[config.mk]
export PLATFORM = sky130hd
export DESIGN_NAME = stitch_pipe_ctrl
export DESIGN_NICKNAME = d
export VERILOG_FILES = /design/src/rtl/stitch_pipe_ctrl.sv
export SDC_FILE = /design/constraint.sdc
export NUM_CORES = 1
export LEC_CHECK = 0
export ABC_AREA = 1
export CAP_MARGIN = 20
export CORE_AREA = 2 2 39 41
export DETAILED_ROUTE_END_ITERATION = 7
export DIE_AREA = 0 0 41 43
export PLACE_DENSITY = 0.79
export SYNTH_ARGS = -nofsm -noshare
export SYNTH_HDL_FRONTEND = slang
export SYNTH_SLANG_ARGS = --single-unit
[constraint.sdc]
create_clock -name clk -period 1.8 [get_ports clk]
set_clock_uncertainty 0.05 [all_clocks]
set_input_delay 0.27 -clock clk [delete_from_list [all_inputs] [get_ports clk]]
set_output_delay 0.27 -clock clk [all_outputs]
set_load 0.01 [all_outputs]
[src/rtl/stitch_pipe_ctrl.sv]
// -----------------------------------------------------------------------------
// stitch_pipe_ctrl
//
// Valid/ready flow controller for a stitched pipeline of combinational stage
// modules separated by plain data registers. It keeps one valid bit per
// register stage and produces the per-stage load enables. With these enables
// the data-only pipeline gets backpressure, bubble collapsing and flush.
// Data register N of the stitched wrapper loads on stage_en[N].
//
// Handshake semantics: a transfer happens on a rising clk edge where both
// valid and ready are high. in_valid/in_ready cover entry into stage 0, and
// out_valid/out_ready cover exit from the last stage. An offered item is held
// stable by its producer until the transfer happens. in_ready depends
// combinationally on out_ready through the ready chain; there is no skid
// buffer.
//
// Parameters:
//   STAGES  number of register stages (1..8)
//   CNT_W   stall counter width
//   OCC_W   occupancy width, derived from STAGES (do not override)
//
// Ports:
//   clk          rising-edge clock
//   rst_n        synchronous active-low reset
//   in_valid     upstream offers an item
//   in_ready     stage 0 accepts an item this cycle
//   out_valid    last stage holds a valid item
//   out_ready    downstream consumes the item
//   flush        discard all in-flight items
//   stage_en     per-stage data register load enable
//   stage_valid  per-stage registered valid bit
//   occupancy    number of valid stages
//   busy         occupancy != 0
//   stall_count  cycles with out_valid & ~out_ready, saturating
//
// Configuration macro: STITCH_PIPE_CTRL_STALL_CNT_EN
//   Defined:   stall_count is a saturating counter that only reset clears.
//   Undefined: stall_count is tied to zero and has no flops.
// -----------------------------------------------------------------------------
module stitch_pipe_ctrl #(
  parameter int STAGES = 2,
  parameter int CNT_W  = 16,
  parameter int OCC_W  = $clog2(STAGES + 1)
) (
  input  logic              clk,
  input  logic              rst_n,
  input  logic              in_valid,
  output logic              in_ready,
  output logic              out_valid,
  input  logic              out_ready,
  input  logic              flush,
  output logic [STAGES-1:0] stage_en,
  output logic [STAGES-1:0] stage_valid,
  output logic [OCC_W-1:0]  occupancy,
  output logic              busy,
  output logic [CNT_W-1:0]  stall_count
);

  logic [STAGES-1:0] v;
  logic [STAGES-1:0] rdy;
  logic [STAGES-1:0] up;
  logic [OCC_W-1:0]  occ;
  logic              fire_in;
  logic              fire_out;
  logic              pass;
  logic              room;

  // rdy[i] = ~v[i] | rdy[i+1], and the last stage is ready when out_ready is
  // high. Unrolled, this means stage i is ready when out_ready is high or
  // any stage at or after i is empty. Building it with a running OR keeps
  // the vector free of self-reference.
  always_comb begin
    rdy  = '0;
    up   = '0;
    room = out_ready;
    for (int i = STAGES - 1; i >= 0; i--) begin
      room   = room | ~v[i];
      rdy[i] = room;
    end
    up[0] = in_valid;
    for (int i = 1; i < STAGES; i++) begin
      up[i] = v[i-1];
    end
  end

  // Flush and reset both block every transfer and every load.
  assign pass      = ~flush & rst_n;
  assign stage_en  = rdy & up & {STAGES{pass}};
  assign in_ready  = rdy[0] & pass;
  assign out_valid = v[STAGES-1] & pass;
  assign fire_in   = in_valid & in_ready;
  assign fire_out  = out_valid & out_ready;

  always_ff @(posedge clk) begin
    if (!rst_n) begin
      v   <= '0;
      occ <= '0;
    end else if (flush) begin
      v   <= '0;
      occ <= '0;
    end else begin
      // A ready stage takes whatever sits upstream, including a bubble.
      // Because of this, empty stages fill even while the output is stalled.
      for (int i = 0; i < STAGES; i++) begin
        if (rdy[i]) begin
          v[i] <= up[i];
        end
      end
      case ({fire_in, fire_out})
        2'b10:   occ <= occ + OCC_W'(1);
        2'b01:   occ <= occ - OCC_W'(1);
        default: occ <= occ;
      endcase
    end
  end

  assign stage_valid = v;
  assign occupancy   = occ;
  assign busy        = (occ != '0);

`ifdef STITCH_PIPE_CTRL_STALL_CNT_EN
  logic [CNT_W-1:0] stall_q;

  // Flush does not clear the counter; it only saturates.
  always_ff @(posedge clk) begin
    if (!rst_n) begin
      stall_q <= '0;
    end else if (out_valid && !out_ready && !(&stall_q)) begin
      stall_q <= stall_q + CNT_W'(1);
    end
  end

  assign stall_count = stall_q;
`else
  assign stall_count = '0;
`endif

endmodule

# Word level (Yosys, flattened, before mapping)
# Index checks and enable logic that the tools add are counted.
word_totals:
  reg_bits: 4
  latch_bits: 0
  ram_bits: 0
  mem_bits_ro: 0
  input_bits: 5
  output_inout_bits: 25
  elab_cells: 24
  n_memories: 0
op_classes:
  n_addsub: 2
  mul: 0
  n_div: 0
  order_cmp: 0
  eq_ne: 2
  shifts: 0
  muxes: 1
  bitwise_logic: 13
  reduce_logical: 3
op_table:
  columns: ["cell", "count"]
  rows:
  - ["AND 1 bit", 5]
  - ["AND 2 bit", 2]
  - ["inverter 1 bit", 4]
  - ["case mux 2 bit (2 select lines)", 1]
  - ["nonzero test 2 bit", 2]
  - ["adder 2 x 1 -> 2 bit, second input constant", 1]
  - ["== test 2 x 1 -> 1 bit, second input constant", 1]
  - ["== test 2 bit, second input constant", 1]
  - ["bitwise OR 1 bit", 2]
  - ["OR reduction 2 bit", 1]
  - ["subtractor 2 x 1 -> 2 bit, second input constant", 1]

# Logic depth before layout (Yosys ltp)
# Gate-level depths: netlist of run 1.
depth:
  depth_word: 7
  ltp_mapped: 12
  ltp_nobuf: 12

# Least setup slack after synthesis of run 1
# OpenSTA, ideal clock, no wires.
synth_timing:
  path_kind: "reg2reg"
  from: "reg v[1] (netlist: stage_valid[1])"
  to: "reg occ[1] (netlist: occupancy[1])"
  setup_time_ns: 0.064
  t_arrival_ns: 1.309
  required_time_ns: 1.686
  slack_ns: 0.377
  stages_incl_launch_ff: 13
  n_path_buf: 0
  period_less_slack_ns: 1.423
  cell_sequence: "dfxtp_1 > inv_2 > nor2_4 > nand2_2 > nand2_2 > nor2_4 > inv_1 > ha_1 > inv_2 > nand2_1 > nor2_1 > nor2_1 > nor2_1"
synth_between:
  elab_chain_len: 7
  elab_cells_between_ends: 11
  cone_classes: "eq/ne: 2; mux: 1; bitwise: 7; reduce/logical: 1"
synth_lines:
  columns: ["element", "line_no", "source"]
  rows:
  - ["start, declared", "59", "logic [STAGES-1:0] v;"]
  - ["start signal, assigned by index", "106", "v[i] <= up[i];"]
  - ["inverter 1 bit", "77", "room = room | ~v[i];"]
  - ["bitwise OR 1 bit (2 in a row)", "77", null]
  - ["AND 1 bit", "89", "assign in_ready = rdy[0] & pass;"]
  - ["AND 1 bit", "91", "assign fire_in = in_valid & in_ready;"]
  - ["== test 2 x 1 -> 1 bit or == test 2 bit (tied branches)", "109", "case ({fire_in, fire_out})"]
  - ["case mux 2 bit (2 select lines) or nonzero test 2 bit (tied branches)", null, null]
  - ["end signal, assigned", "110", "2'b10: occ <= occ + OCC_W'(1);"]
  - ["end signal, assigned", "111", "2'b01: occ <= occ - OCC_W'(1);"]
  - ["end, declared", "62", "logic [OCC_W-1:0] occ;"]
# Parallel ways exist; a longest one is shown, timed or not.
# A chain may end at the register's enable or synchronous reset.

# Worst setup path in the final report of run 1
layout_timing:
  from: "in rst_n"
  to: "reg occ[1] (netlist: occupancy[1])"
layout_between:
  elab_chain_len: 5
  elab_cells_between_ends: 11
  cone_classes: "eq/ne: 2; mux: 1; bitwise: 6; reduce/logical: 2"
layout_lines:
  columns: ["element", "line_no", "source"]
  rows:
  - ["start, declared", "46", "input logic rst_n,"]
  - ["AND 1 bit", "87", "assign pass = ~flush & rst_n;"]
  - ["AND 1 bit, on equally long branches", "90, 89", null]
  - ["AND 1 bit, on equally long branches", "92, 91", null]
  - ["== test 2 x 1 -> 1 bit or == test 2 bit (tied branches)", "109", null]
  - ["case mux 2 bit (2 select lines) or nonzero test 2 bit (tied branches)", null, null]
# Parallel ways exist; a longest one is shown, timed or not.

==> flow_summary.yaml, run 1 <==
grt:
  antenna_found_initial: 0
  grt_max_degree: 8
  grt_pass1_vias: 273
  grt-ovfl-total: 0
  grt_usage_pct: 9.34
  grt_pass1_wl_mm: 1.06
synth:
  synth_top_cell_by_area: "buf_4"
  synth-edff-count: 0
  synth_cells: 55
  netlist_area_um2: 379
  synth_top_cell_area_share_pct: 31.7
  ys_seq_elements: 4
  ys.flop_type: "dfxtp_1"
  yosys_warnings: 0
  netlist_top_cells_count: "16 x buf_4, 7 x nand2_1, 6 x inv_1, 6 x nor2_1, 4 x dfxtp_1"
  synthMostInstantiatedCell: "buf_4"
  synth-async-reset-ratio_pct: 0
  synth_seq_area_share_pct: 21.1
  synth.avg_cell_area_um2: 6.89
  synth_cell_types: 15
  synth.area.top_cells: "buf_4 32%, dfxtp_1 21%, nor2_4 8.9%"
floorplanning:
  fp.dieH_um: 43
  io_pins: 30
  core-area_um2: 1380
  floorplan.die.width_um: 41
  initial_core_util_pct: 27.4
  rows: 14
  dieArea_um2: 1760
setup_path:
  slowest_stage: "clkdlybuf4s50_1"
  endpoint: "occupancy[1]"
  end_kind: "register"
  crit_required_ps: 1930
  crit_start: "rst_n"
  worstPathMaxFanout: 4
  crit_type: "input pin to register"
  crit_top_cell: "nor2_1"
  rr_startpoint: "stage_valid[1]"
  r2r-end: "occupancy[1]"
  start_kind: "input pin"
  reg2regPathDepth: 12
  worst-r2r-setup-slack_ps: 370
  max_stage_delay_ps: 450
  crit_path_cell_trace: "clkdlybuf4s50_1 -> inv_1 -> nor2_4 -> buf_4 -> and3_1 -> ha_1 -> inv_2 -> nand2_1 -> nor2_1 -> nor2_1 -> nor2_1"
  arrival_ps: 1800
hold_path:
  hold_start: "stage_valid[0]"
  hp-class: "register to register"
  hold_depth: 2
route:
  wire_per_inst_um: 6.99
  drc: 0
  drt_iter0_drc: 0
  vias: 307
  vias_per_cell: 3.49
  dr.pass1.iters: 1
  antenna_left: 0
  routed_wl_um: 615
cts:
  htreeDepth: 1
  cts_made_buffers: 3
  clk_latency_ps: 240
  cts_tree: "yes"
  cts-root-buf: "clkbuf_4"
  ctsLongestPathBuffers: 2
  cts_num_sinks: 4
  clk_pin_slew_worst_paths_ps: 40
sta:
  fin_crit_sh_pct: 92.8
  hold_violations: 0
  setup_viol: 0
  slew_violations: 0
  grt_setup_unrepaired: "false"
  finalSetupTns_ps: 0
  fmax_mhz: 599
  hold_slack_ps: 456
  min_period_ps: 1670
layout:
  drive_gt1_share_pct: 18.1
  syn_to_final_growth_pct: 31.4
  design_area_um2: 498
  nets: 80
  diodes: 0
  utilization_pct: 36.0
job:
  maxCapViolations: 0
pwr:
  power.leakage_nw: 0.262
  power.density_nw_per_um2: 534
  finalPower_mw: 0.266
  peakVddDrop_v: 0.000173
place:
  place_congestion: 0.642
  io_buffers: 13
  dpl_cell_area_um2: 480
  hpwl_um: 507
run_status:
  status: "finished, final reports clean"
[registers in the layout, indices dropped and copies added, names as in the netlist]
register     cells
occupancy        2
stage_valid      2
[critical path: cells and delay by family]
| kind | cells | cell delay, ps |
|---|---|---|
| AND/OR/NAND/NOR | 6 | 570 |
| buffers and inverters | 4 | 730 |
| adder cells (fa/ha/maj) | 1 | 240 |
[metal layers]
layer / GRT usage (%) / vias to the layer above / routed length [µm]
met3: 3.14 / 0 / 66
met4: 8.00 / 0 / 0
met5: 0 / - / 0
met2: 14.1 / 16 / 320
li1: - / 165 / -
met1: 9.65 / 126 / 228
[cells by family (layout without fill, tap and decap cells)]
logic type      after synthesis  after routing  share of synthesized area, %
compound gates                3              3                          3.96
fa+ha+maj                     1              1                          3.30
buf+inv                      25             27                          40.6
flops                         4              4                          21.1
other cells                   1             16                         0.989
simple gates                 21             21                          30.0
[worst min-delay path by stage]
| stage | endpoint | slack [ps] |
|---|---|---|
| 6_report | stage_valid[1] | 460 |
| 4_1_cts | stage_valid[1] | 460 |
| 2_1_floorplan | stage_valid[1] | 380 |
| 3_5_place_dp | stage_valid[1] | 450 |
| 5_1_grt | stage_valid[1] | 470 |
| 3_3_place_gp | stage_valid[1] | 440 |
[power breakdown]
| group | total [mW] | internal (mW) | switching, mW | leakage, nW |
|---|---|---|---|---|
| registers | 0.0932 | 0.0910 | 0.00219 | 0.0325 |
| clock network | 0.116 | 0.0749 | 0.0414 | 0.0138 |
| logic | 0.0563 | 0.0228 | 0.0335 | 0.216 |
[layout by cell type (no fill, tap or decap), drive strengths merged]
master	count
nand2	9
dlygate4sd2	4
o21ai	1
buf	2
or2	1
a21oi	2
conb	16
nand4	1
dfxtp	4
clkdlybuf4s50	9
clkbuf	3
and3	1
ha	1
inv	9
nor2	9
[metrics by stage]
| step | std cells | setup slack, ps |
|---|---|---|
| final | 88 | 129 |
| after CTS | 88 | 116 |
| after floorplan | 70 | 377 |
| after global placement | 85 | -145 |
| after global routing | 88 | 4.49 |
| after detailed placement | 85 | -146 |
[timing repair]
item,4_1_cts,5_1_grt
endpoints found under the setup margin,4,0
buffers inserted,0,0
hold buffers,0,0
resized for setup,4,0
[layout make-up]
type                            count  area, µm²
Fill cell                         153        886
Multi-Input combinational cell     41        201
Timing Repair Buffer               15        140
Sequential cell                     4       80.1
Inverter                            9       33.8
Clock buffer                        3       22.5
Tap cell                           16       20.0
No activity file was read; power rests on OpenSTA's default activity.
==> run 2: changes to the inputs <==
Settings changed: PLACE_DENSITY 0.79 to 0.71.
==> flow_summary.yaml, run 2 (same netlist as run 1, synthesis figures left out) <==
sta:
  min_period_ps: 1680
  fin_crit_sh_pct: 93.5
  hold_violations: 0
  fmax_mhz: 594
  slew_violations: 0
  setup_viol: 0
  grt_setup_unrepaired: "false"
  finalSetupTns_ps: 0
floorplanning:
  initial_core_util_pct: 27.4
  rows: 14
  floorplan.die.width_um: 41
  core-area_um2: 1380
  io_pins: 30
  dieArea_um2: 1760
  fp.dieH_um: 43
place:
  io_buffers: 13
  place_congestion: 0.659
  hpwl_um: 536
  dpl_cell_area_um2: 488
  dpl.cell_count: 86
grt:
  met1_usage_pct: 7.67
  grt.busiest_layer: "met2"
  grt_pass1_wl_um: 979
  grt_pass1_vias: 276
  grt_usage_pct: 8.32
  antenna_found_initial: 0
  met3_usage_pct: 3.14
  grt_max_degree: 8
  gr-usage-met2_pct: 13.8
  grt-ovfl-total: 0
cts:
  htreeDepth: 1
  clk_pin_slew_worst_paths_ps: 40
  cts_tree: "yes"
  cts_num_sinks: 4
  cts_made_buffers: 3
  cts-root-buf: "clkbuf_4"
  cts_hold_buf: 0
  clk_latency_ps: 240
  post-cts-setup-buffer-count: 0
  ctsLongestPathBuffers: 2
layout:
  mostFrequentLayoutCell: "conb_1"
  diodes: 0
  final_cell_mix: "16 x conb_1, 9 x clkdlybuf4s50_1, 7 x nand2_1"
  seqCellArea_um2: 80.1
  layout.cells.non_filler: 89
  syn_to_final_growth_pct: 33.3
  multi_input_area_um2: 201
  nets: 81
  drive_gt1_share_pct: 19.2
  fillers: 165
  utilization_pct: 36.5
  design_area_um2: 505
route:
  vias: 324
  drc: 0
  antenna_left: 0
  dr.pass1.iters: 2
  wire_per_inst_um: 7.27
  routed_wl_um: 647
  vias_per_cell: 3.64
  drt_iter0_drc: 3
setup_path:
  arrival_ps: 1360
  crit_path_cell_trace: "clkdlybuf4s50_1 -> inv_1 -> nor2_4 -> nand2_2 -> nor2_4 -> dlygate4sd2_1"
  start_kind: "input pin"
  slowest_stage: "clkdlybuf4s50_1"
  crit_family: "buffers and inverters"
  crit_buf_inv: 3
  end_kind: "output port"
  crit_required_ps: 1480
  worstPathMaxFanout: 5
  max_stage_delay_ps: 450
  crit_top_cell: "nor2_4"
  crit_type: "input pin to output port"
run_status:
  status: "finished, final reports clean"
pwr:
  power.density_nw_per_um2: 529
  power.leakage_nw: 0.267
  finalPower_mw: 0.267
  peakVddDrop_v: 0.000165
job:
  maxCapViolations: 0
hold_path:
  hp-class: "register to register"
==> run 2: changes by cell type in the layout (fill, tap and decap cells not counted) <==
cell,delta
buf_4,+1
==> run 2: worst paths after layout <==
path                  start        endpoint  slack, ps  cells past startpoint
max                   rst_n     stage_en[0]        120                      6
min          stage_valid[0]  stage_valid[1]        460                      2
max reg2reg  stage_valid[1]    occupancy[1]        360                     12
min reg2reg  stage_valid[0]  stage_valid[1]        460                      2
==> run 2: repair_timing <==
item,in CTS,in global routing
resized for setup,4,0
endpoints found under the hold margin,0,0
setup endpoints to repair,4,0
==> run 2: metrics by stage <==
| stage | setup WS [ps] | hold WS [ps] |
|---|---|---|
| 6_report | 117 | 456 |
| 5_1_grt | 53.0 | 489 |
| 3_5_place_dp | -161 | 450 |
| 2_1_floorplan | 377 | 380 |
| 3_3_place_gp | -150 | 448 |
| 4_1_cts | 108 | 460 |
==> run 2: cell type report <==
cell class | instances | area share [%]
timing repair buffer | 16 | 29.2
inverter | 9 | 6.68
clock buffer | 3 | 4.46
multi-input combinational | 41 | 39.9
tap | 16 | 3.96
sequential | 4 | 15.8
==> run 2: per-layer routing <==
metal  vias up  part of all wire (%)
met1       138                    41
met3         0                    12
met2        19                    47
met5         -                     0
met4         0                     0
li1        167                     -
==> run 2: worst min-delay path, stage by stage, from the launching register on <==
cell and delay, ps:
dfxtp_1 330, nand2_1 90, nand2_1 50
==> run 2: power breakdown <==
part / leakage, nW / total (mW) / switching, mW / internal, mW
Combinational: 0.221 / 0.0579 / 0.0338 / 0.0241
Clock: 0.0138 / 0.116 / 0.0412 / 0.0749
Sequential: 0.0325 / 0.0933 / 0.00226 / 0.0911
==> run 3: changes to the inputs <==
Settings changed: TNS_END_PERCENT set to 10.
Clock period 1.8 ns to 1.9 ns, I/O delays scaled along.
==> flow_summary.yaml, run 3 (same netlist as run 1, synthesis figures left out) <==
floorplanning:
  fp.dieH_um: 43
  io_pins: 30
  core-area_um2: 1380
  rows: 14
  floorplan.die.width_um: 41
  dieArea_um2: 1760
  initial_core_util_pct: 27.4
sta:
  fin_crit_sh_pct: 94.6
  slew_violations: 0
  fin_ws_ps: 102
  fmax_mhz: 556
  hold_slack_ps: 463
  hold_violations: 0
  setup_viol: 0
  finalSetupTns_ps: 0
  grt_setup_unrepaired: "false"
  min_period_ps: 1800
place:
  dpl_worst_slack_ps: -92.5
  dpl.cell_count: 87
  dpl_cell_area_um2: 495
  hpwl_um: 515
  io_buffers: 13
  place_congestion: 0.594
setup_path:
  worstPathMaxFanout: 4
  crit_type: "input pin to output port"
  arrival_ps: 1460
  end_kind: "output port"
  crit_required_ps: 1560
  start_kind: "input pin"
cts:
  cts-root-buf: "clkbuf_4"
  clk_pin_slew_worst_paths_ps: 40
  clk_latency_ps: 240
  htreeDepth: 1
  cts_tree: "yes"
  ctsLongestPathBuffers: 2
  cts_num_sinks: 4
  cts_made_buffers: 3
route:
  drt_iter0_drc: 4
  dr.pass1.iters: 4
  drc: 0
  vias: 331
  vias_per_cell: 3.64
  antenna_left: 0
  wire_per_inst_um: 6.88
  routed_wl_um: 626
pwr:
  peakVddDrop_v: 0.000215
  power.density_nw_per_um2: 483
  power.leakage_nw: 0.288
  finalPower_mw: 0.253
layout:
  mostFrequentLayoutCell: "conb_1"
  design_area_um2: 524
  nets: 83
  drive_gt1_share_pct: 21.3
  layout.cells.non_filler: 91
  final_cell_mix: "16 x conb_1, 9 x clkdlybuf4s50_1, 7 x nand2_1"
  utilization_pct: 37.9
  syn_to_final_growth_pct: 38.3
  diodes: 0
grt:
  grt_pass1_wl_um: 986
  grt_usage_pct: 8.63
  antenna_found_initial: 0
  grt_max_degree: 8
  grt_pass1_vias: 266
  grt-ovfl-total: 0
hold_path:
  hp-class: "register to register"
job:
  maxCapViolations: 0
run_status:
  status: "finished, final reports clean"
-- run 3: cell count changes in the layout (fill, tap and decap cells not counted), sizes merged --
cell / change
dlygate4sd2: -1
buf: +2
dlymetal6s2s: +1
-- run 3: final timing paths --
path | end | slack, ps | startpoint | cells after the start
worst max-delay path | stage_en[1] | 100 | rst_n | 7
worst min-delay path | stage_valid[1] | 460 | stage_valid[0] | 2
worst max register to register | occupancy[1] | 470 | stage_valid[1] | 12
worst min register to register | stage_valid[1] | 460 | stage_valid[0] | 2
-- run 3: power by group --
| part | internal, mW | switching, mW |
|---|---|---|
| Combinational | 0.0246 | 0.0322 |
| Clock | 0.0708 | 0.0372 |
| Sequential | 0.0863 | 0.00212 |
-- run 3: final cells by class --
type,instances,area [µm²]
clock buffer,3,22.5
timing repair buffer,18,166
tap,16,20.0
sequential,4,80.1
multi-input combinational,41,201
inverter,9,33.8
fill,159,860
-- run 3: repair_timing --
item / in CTS / in global routing
gates resized for setup: 3 / 1
hold buffers: 0 / 0
endpoints found under the setup margin: 4 / 1
pin swaps: 0 / 1
buffers inserted: 0 / 1
-- run 3: critical path: stages --
cell and delay (ps):
clkdlybuf4s50_1 450, inv_1 60, nor2_4 140, buf_4 130, nand2_1 50, nor2_1 80, dlygate4sd2_1 270
-- run 3: metal layers --
| metal | wire (µm) | vias to the layer above | global-route usage [%] |
|---|---|---|---|
| met5 | 0 | - | 0 |
| met3 | 82 | 0 | 3.14 |
| li1 | - | 171 | - |
| met1 | 231 | 141 | 8.97 |
| met4 | 0 | 0 | 8.00 |
| met2 | 312 | 19 | 12.5 |
